**config.mk**
```make
export PLATFORM = sky130hd
export DESIGN_NAME = fetch_latch_unit
export DESIGN_NICKNAME = d
export VERILOG_FILES = /design/src/rtl/fetch_latch_unit.sv
export SDC_FILE = /design/constraint.sdc
export NUM_CORES = 1
export LEC_CHECK = 0
export CORE_UTILIZATION = 35
export DETAILED_ROUTE_END_ITERATION = 8
export GPL_ROUTABILITY_DRIVEN = 1
export MAX_ROUTING_LAYER = met4
export PLACE_DENSITY = 0.78
export SETUP_SLACK_MARGIN = 0.02
export SYNTH_ARGS = -nofsm -noshare
export SYNTH_HDL_FRONTEND = slang
export SYNTH_SLANG_ARGS = --single-unit
export TNS_END_PERCENT = 5
```
**constraint.sdc**
```tcl
create_clock -name clock -period 3.1 [get_ports clock]
set_clock_uncertainty 0.1 [all_clocks]
set_input_delay 0.31 -clock clock [delete_from_list [all_inputs] [get_ports clock]]
set_output_delay 0.31 -clock clock [all_outputs]
set_load 0.05 [all_outputs]
```
**src/rtl/fetch_latch_unit.sv**
```systemverilog
// Fetch PC register plus the F/D and D/X pipeline latches, with stall, jump-squash
// and branch-squash control and a saturating count of inserted bubbles.
module fetch_latch_unit #(
  parameter logic [31:0] RESET_PC = 32'h0000_0000,
  parameter logic [31:0] NOP      = 32'h0000_0000
) (
  input  logic        clock,
  input  logic        reset,
  input  logic [31:0] PCnext,
  input  logic        stall,
  input  logic        flushJ,
  input  logic        flushB,
  input  logic [31:0] q_imem,
  output logic [11:0] address_imem,
  output logic [31:0] pc,
  output logic [31:0] fd_pc,
  output logic [31:0] fd_ir,
  output logic        fd_valid,
  output logic [31:0] dx_pc,
  output logic [31:0] dx_ir,
  output logic        dx_valid,
  output logic [15:0] bubble_count
);

  typedef enum logic [1:0] {
    MODE_RUN    = 2'd0,
    MODE_STALL  = 2'd1,
    MODE_FLUSHJ = 2'd2,
    MODE_FLUSHB = 2'd3
  } mode_e;

  mode_e       mode;
  logic [31:0] pc_q, pc_d;
  logic [31:0] fd_pc_q, fd_pc_d, fd_ir_q, fd_ir_d;
  logic        fd_valid_q, fd_valid_d;
  logic [31:0] dx_pc_q, dx_pc_d, dx_ir_q, dx_ir_d;
  logic        dx_valid_q, dx_valid_d;
  logic [15:0] bubble_count_q, bubble_count_d;

  // A branch squash outranks a jump squash, which outranks a load-use stall.
  always_comb begin
    mode = MODE_RUN;
    if (flushB)      mode = MODE_FLUSHB;
    else if (flushJ) mode = MODE_FLUSHJ;
    else if (stall)  mode = MODE_STALL;
  end

  always_comb begin
    pc_d       = pc_q;
    fd_pc_d    = fd_pc_q;
    fd_ir_d    = fd_ir_q;
    fd_valid_d = fd_valid_q;
    dx_pc_d    = fd_pc_q;
    dx_ir_d    = fd_ir_q;
    dx_valid_d = fd_valid_q;
    case (mode)
      MODE_RUN: begin
        pc_d       = PCnext;
        fd_pc_d    = pc_q;
        fd_ir_d    = q_imem;
        fd_valid_d = 1'b1;
      end
      MODE_STALL: begin
        dx_ir_d    = NOP;
        dx_valid_d = 1'b0;
      end
      MODE_FLUSHJ: begin
        pc_d       = PCnext;
        fd_pc_d    = pc_q;
        fd_ir_d    = NOP;
        fd_valid_d = 1'b0;
      end
      default: begin
        pc_d       = PCnext;
        fd_pc_d    = pc_q;
        fd_ir_d    = NOP;
        fd_valid_d = 1'b0;
        dx_ir_d    = NOP;
        dx_valid_d = 1'b0;
      end
    endcase
  end

  always_comb begin
    bubble_count_d = bubble_count_q;
    if (mode != MODE_RUN && bubble_count_q != 16'hFFFF)
      bubble_count_d = bubble_count_q + 16'd1;
  end

  always_ff @(posedge clock) begin
    if (reset) begin
      pc_q           <= RESET_PC;
      fd_pc_q        <= 32'h0;
      fd_ir_q        <= NOP;
      fd_valid_q     <= 1'b0;
      dx_pc_q        <= 32'h0;
      dx_ir_q        <= NOP;
      dx_valid_q     <= 1'b0;
      bubble_count_q <= 16'h0;
    end else begin
      pc_q           <= pc_d;
      fd_pc_q        <= fd_pc_d;
      fd_ir_q        <= fd_ir_d;
      fd_valid_q     <= fd_valid_d;
      dx_pc_q        <= dx_pc_d;
      dx_ir_q        <= dx_ir_d;
      dx_valid_q     <= dx_valid_d;
      bubble_count_q <= bubble_count_d;
    end
  end

  assign address_imem = pc_q[11:0];
  assign pc           = pc_q;
  assign fd_pc        = fd_pc_q;
  assign fd_ir        = fd_ir_q;
  assign fd_valid     = fd_valid_q;
  assign dx_pc        = dx_pc_q;
  assign dx_ir        = dx_ir_q;
  assign dx_valid     = dx_valid_q;
  assign bubble_count = bubble_count_q;

endmodule

```
==> impl_metrics.yaml <==
sta:
  hold_violations: 0
  tightest_slew_ns: 0.652
  fin_tns_setup_ns: 0
  layout_worst_path_cycle_share_pct: 71.2
  slew_violations: 0
  period_minus_slack_ns: 2.21
  setup_violations: 0
  relSlewSlack_pct: 56.5
  grt_setup_unrepaired: "no"
  clock.fmax_mhz: 453
worst_setup_path:
  critPathKind: "reg -> out"
  path_cells: "clkdlybuf4s50_1"
  endpoint_kind: "primary output"
  path_delay_family: "buffers and inverters"
  critical_path_required_ns: 2.69
  slowest_delay_ns: 0.88
  slowest_stage: "clkdlybuf4s50_1"
  cp_data_arrival_time_ns: 1.80
  start_kind: "flop"
  timing.critical_path.buf_inv: 1
  critical_path.max_fanout: 8
synthesis:
  synthFlopType: "dfxtp_1"
  post-synth-top-area-cell: "dfxtp_1"
  synth_top_area_share_pct: 59.9
  synthAdderAreaFrac_pct: 0.210
  postSynthAreaPerCell_um2: 9.32
  synth_top_family_by_area: "simple AND/OR/NAND/NOR gates"
  synthArstFlopShare_pct: 0
  syn_inst: 638
  ys_ff_latch: 178
  synthMuxAreaShare_pct: 0.526
  yosysWarnings: 0
  yosysSeqAreaShare_pct: 59.9
  synth_simple_gate_area_share_pct: 22.1
  syn_nets: 708
  synth-edff-count: 0
  syn-cell-area_um2: 5950
  synth_xor_area_share_pct: 0
  synth_area_leaders: "dfxtp_1 60%, nand2_1 8.5%, a21oi_1 6.5%"
  synth_compound_area_share_pct: 12.7
  synth_cell_types: 32
grt:
  use_met1_pct: 21.1
  overflow: 0
  grt.busiest_layer: "met2"
  grt_pass1_vias: 4738
  grt_max_degree: 93
  grt_antenna_before_repair: 0
  grt_pass1_wl_mm: 24.7
  use_met2_pct: 31.8
  track_usage_pct: 18.6
  gr-usage-met3_pct: 4.04
place:
  routabilityCongestion: 0.810
  placed_area_um2: 8670
  dp_hpwl_mm: 10.9
  portBuffers: 258
floorplanning:
  io_pins: 259
  num_rows: 47
  core-area_um2: 16600
  initial_core_util_pct: 35.9
  fp.dieW_um: 132
  die_area_um2: 17500
  die_h_um: 132
power:
  vdd_drop_max_mv: 0.357
  p_per_area_nw_per_um2: 577
  total_power_uw: 5370
  leakagePower_uw: 0.00344
detailed_routing:
  firstDrtPassIters: 4
  drt_iter0_drc: 235
  drc_errors: 0
  drt-total-wl_mm: 16.1
  vias: 5162
  ant_nets: 0
  viasPerCell: 4.68
  wire_per_inst_um: 14.6
final_layout:
  drive_gt1_share_pct: 5.56
  n_antenna_cell: 0
  area_growth_pct: 56.3
  fillers: 1467
  nets: 939
  final_util_pct: 56.1
  final_cell_mix: "257 x clkdlybuf4s50_1, 178 x dfxtp_1, 134 x nand2_1"
  layout_commonest_cell: "clkdlybuf4s50_1"
  final_area_um2: 9300
run:
  max_cap_viol_count: 0
cts:
  cts_hold_buf: 0
  cts_tree: "yes"
  insertion_delay_ns: 0.42
  cts.clk_slew.worst_paths_ns: 0.07
  cts_resized: 0
  cts_inserted_buffers: 17
  cts_setup_buffers: 0
  cts_htree_levels: 4
  cts-root-buf: "clkbuf_16"
  cts.sinks: 178
  clockBufferDepth: 2
outcome:
  status: "completed"
hold_path:
  hp-class: "in -> reg"
-- layer usage --
| layer | part of all wire (%) | vias to the layer above |
|---|---|---|
| met2 | 52 | 141 |
| met5 | 0 | - |
| met3 | 4.6 | 17 |
| met4 | 1.4 | 0 |
| met1 | 42 | 2420 |
| li1 | - | 2584 |
-- cell usage after synthesis (3+ instances only) --
cell      instances
and2_1           33
buf_4            12
or4_1             9
a21oi_1          77
a22oi_1          32
nor2b_1          33
clkbuf_1         34
or3_1             3
nand3_1           6
nor3_1            4
inv_1             5
buf_2             6
o31ai_1           9
nand2_1         135
o21ai_0           3
nor2_1           37
dfxtp_1         178
nand2b_1          3
-- metrics by stage --
stage	setup WS, ns	instances	hold WS, ns
2_1_floorplan	0.898	638	0.350
3_3_place_gp	0.893	1070	0.347
3_5_place_dp	0.856	1070	0.358
4_1_cts	0.871	1102	0.271
5_1_grt	0.841	1102	0.300
6_report	0.893	1102	0.273
-- worst paths after layout --
kind	startpoint	endpoint	depth (start not counted)	slack, ns
max	bubble_count[4]	bubble_count[4]	1	0.89
min	reset	fd_ir[29]	2	0.27
max reg2reg	bubble_count[0]	bubble_count[8]	5	1.14
min reg2reg	fd_pc[6]	fd_pc[6]	2	0.36
-- logic make-up after synthesis --
group / after synthesis
AO/OA/AOI/OAI: 127
buffers and inverters: 57
adder cells (fa/ha/maj): 1
flip-flops: 178
multiplexers: 3
AND/OR/NAND/NOR: 272
-- cell type report --
class	instances	area, um^2	area share [%]
Sequential cell	178	3560	38.3
Multi-Input combinational cell	403	2140	23.0
Inverter	5	18.8	0.202
Clock buffer	21	480	5.17
Timing Repair Buffer	264	2680	28.8
Tap cell	220	275	2.96
Clock inverter	11	149	1.60
-- report_power, final --
group | switching [uW] | internal [uW]
clock network | 903 | 1360
registers | 51.7 | 2360
logic | 436 | 256
-- registers in the layout, summed over array words and instances (netlist names) --
signal / cells
dx_ir: 32
dx_pc: 32
fd_ir: 32
fd_pc: 32
pc: 32
bubble_count: 16
dx_valid: 1
fd_valid: 1
Note: power is estimated with default switching activity, not from simulation.
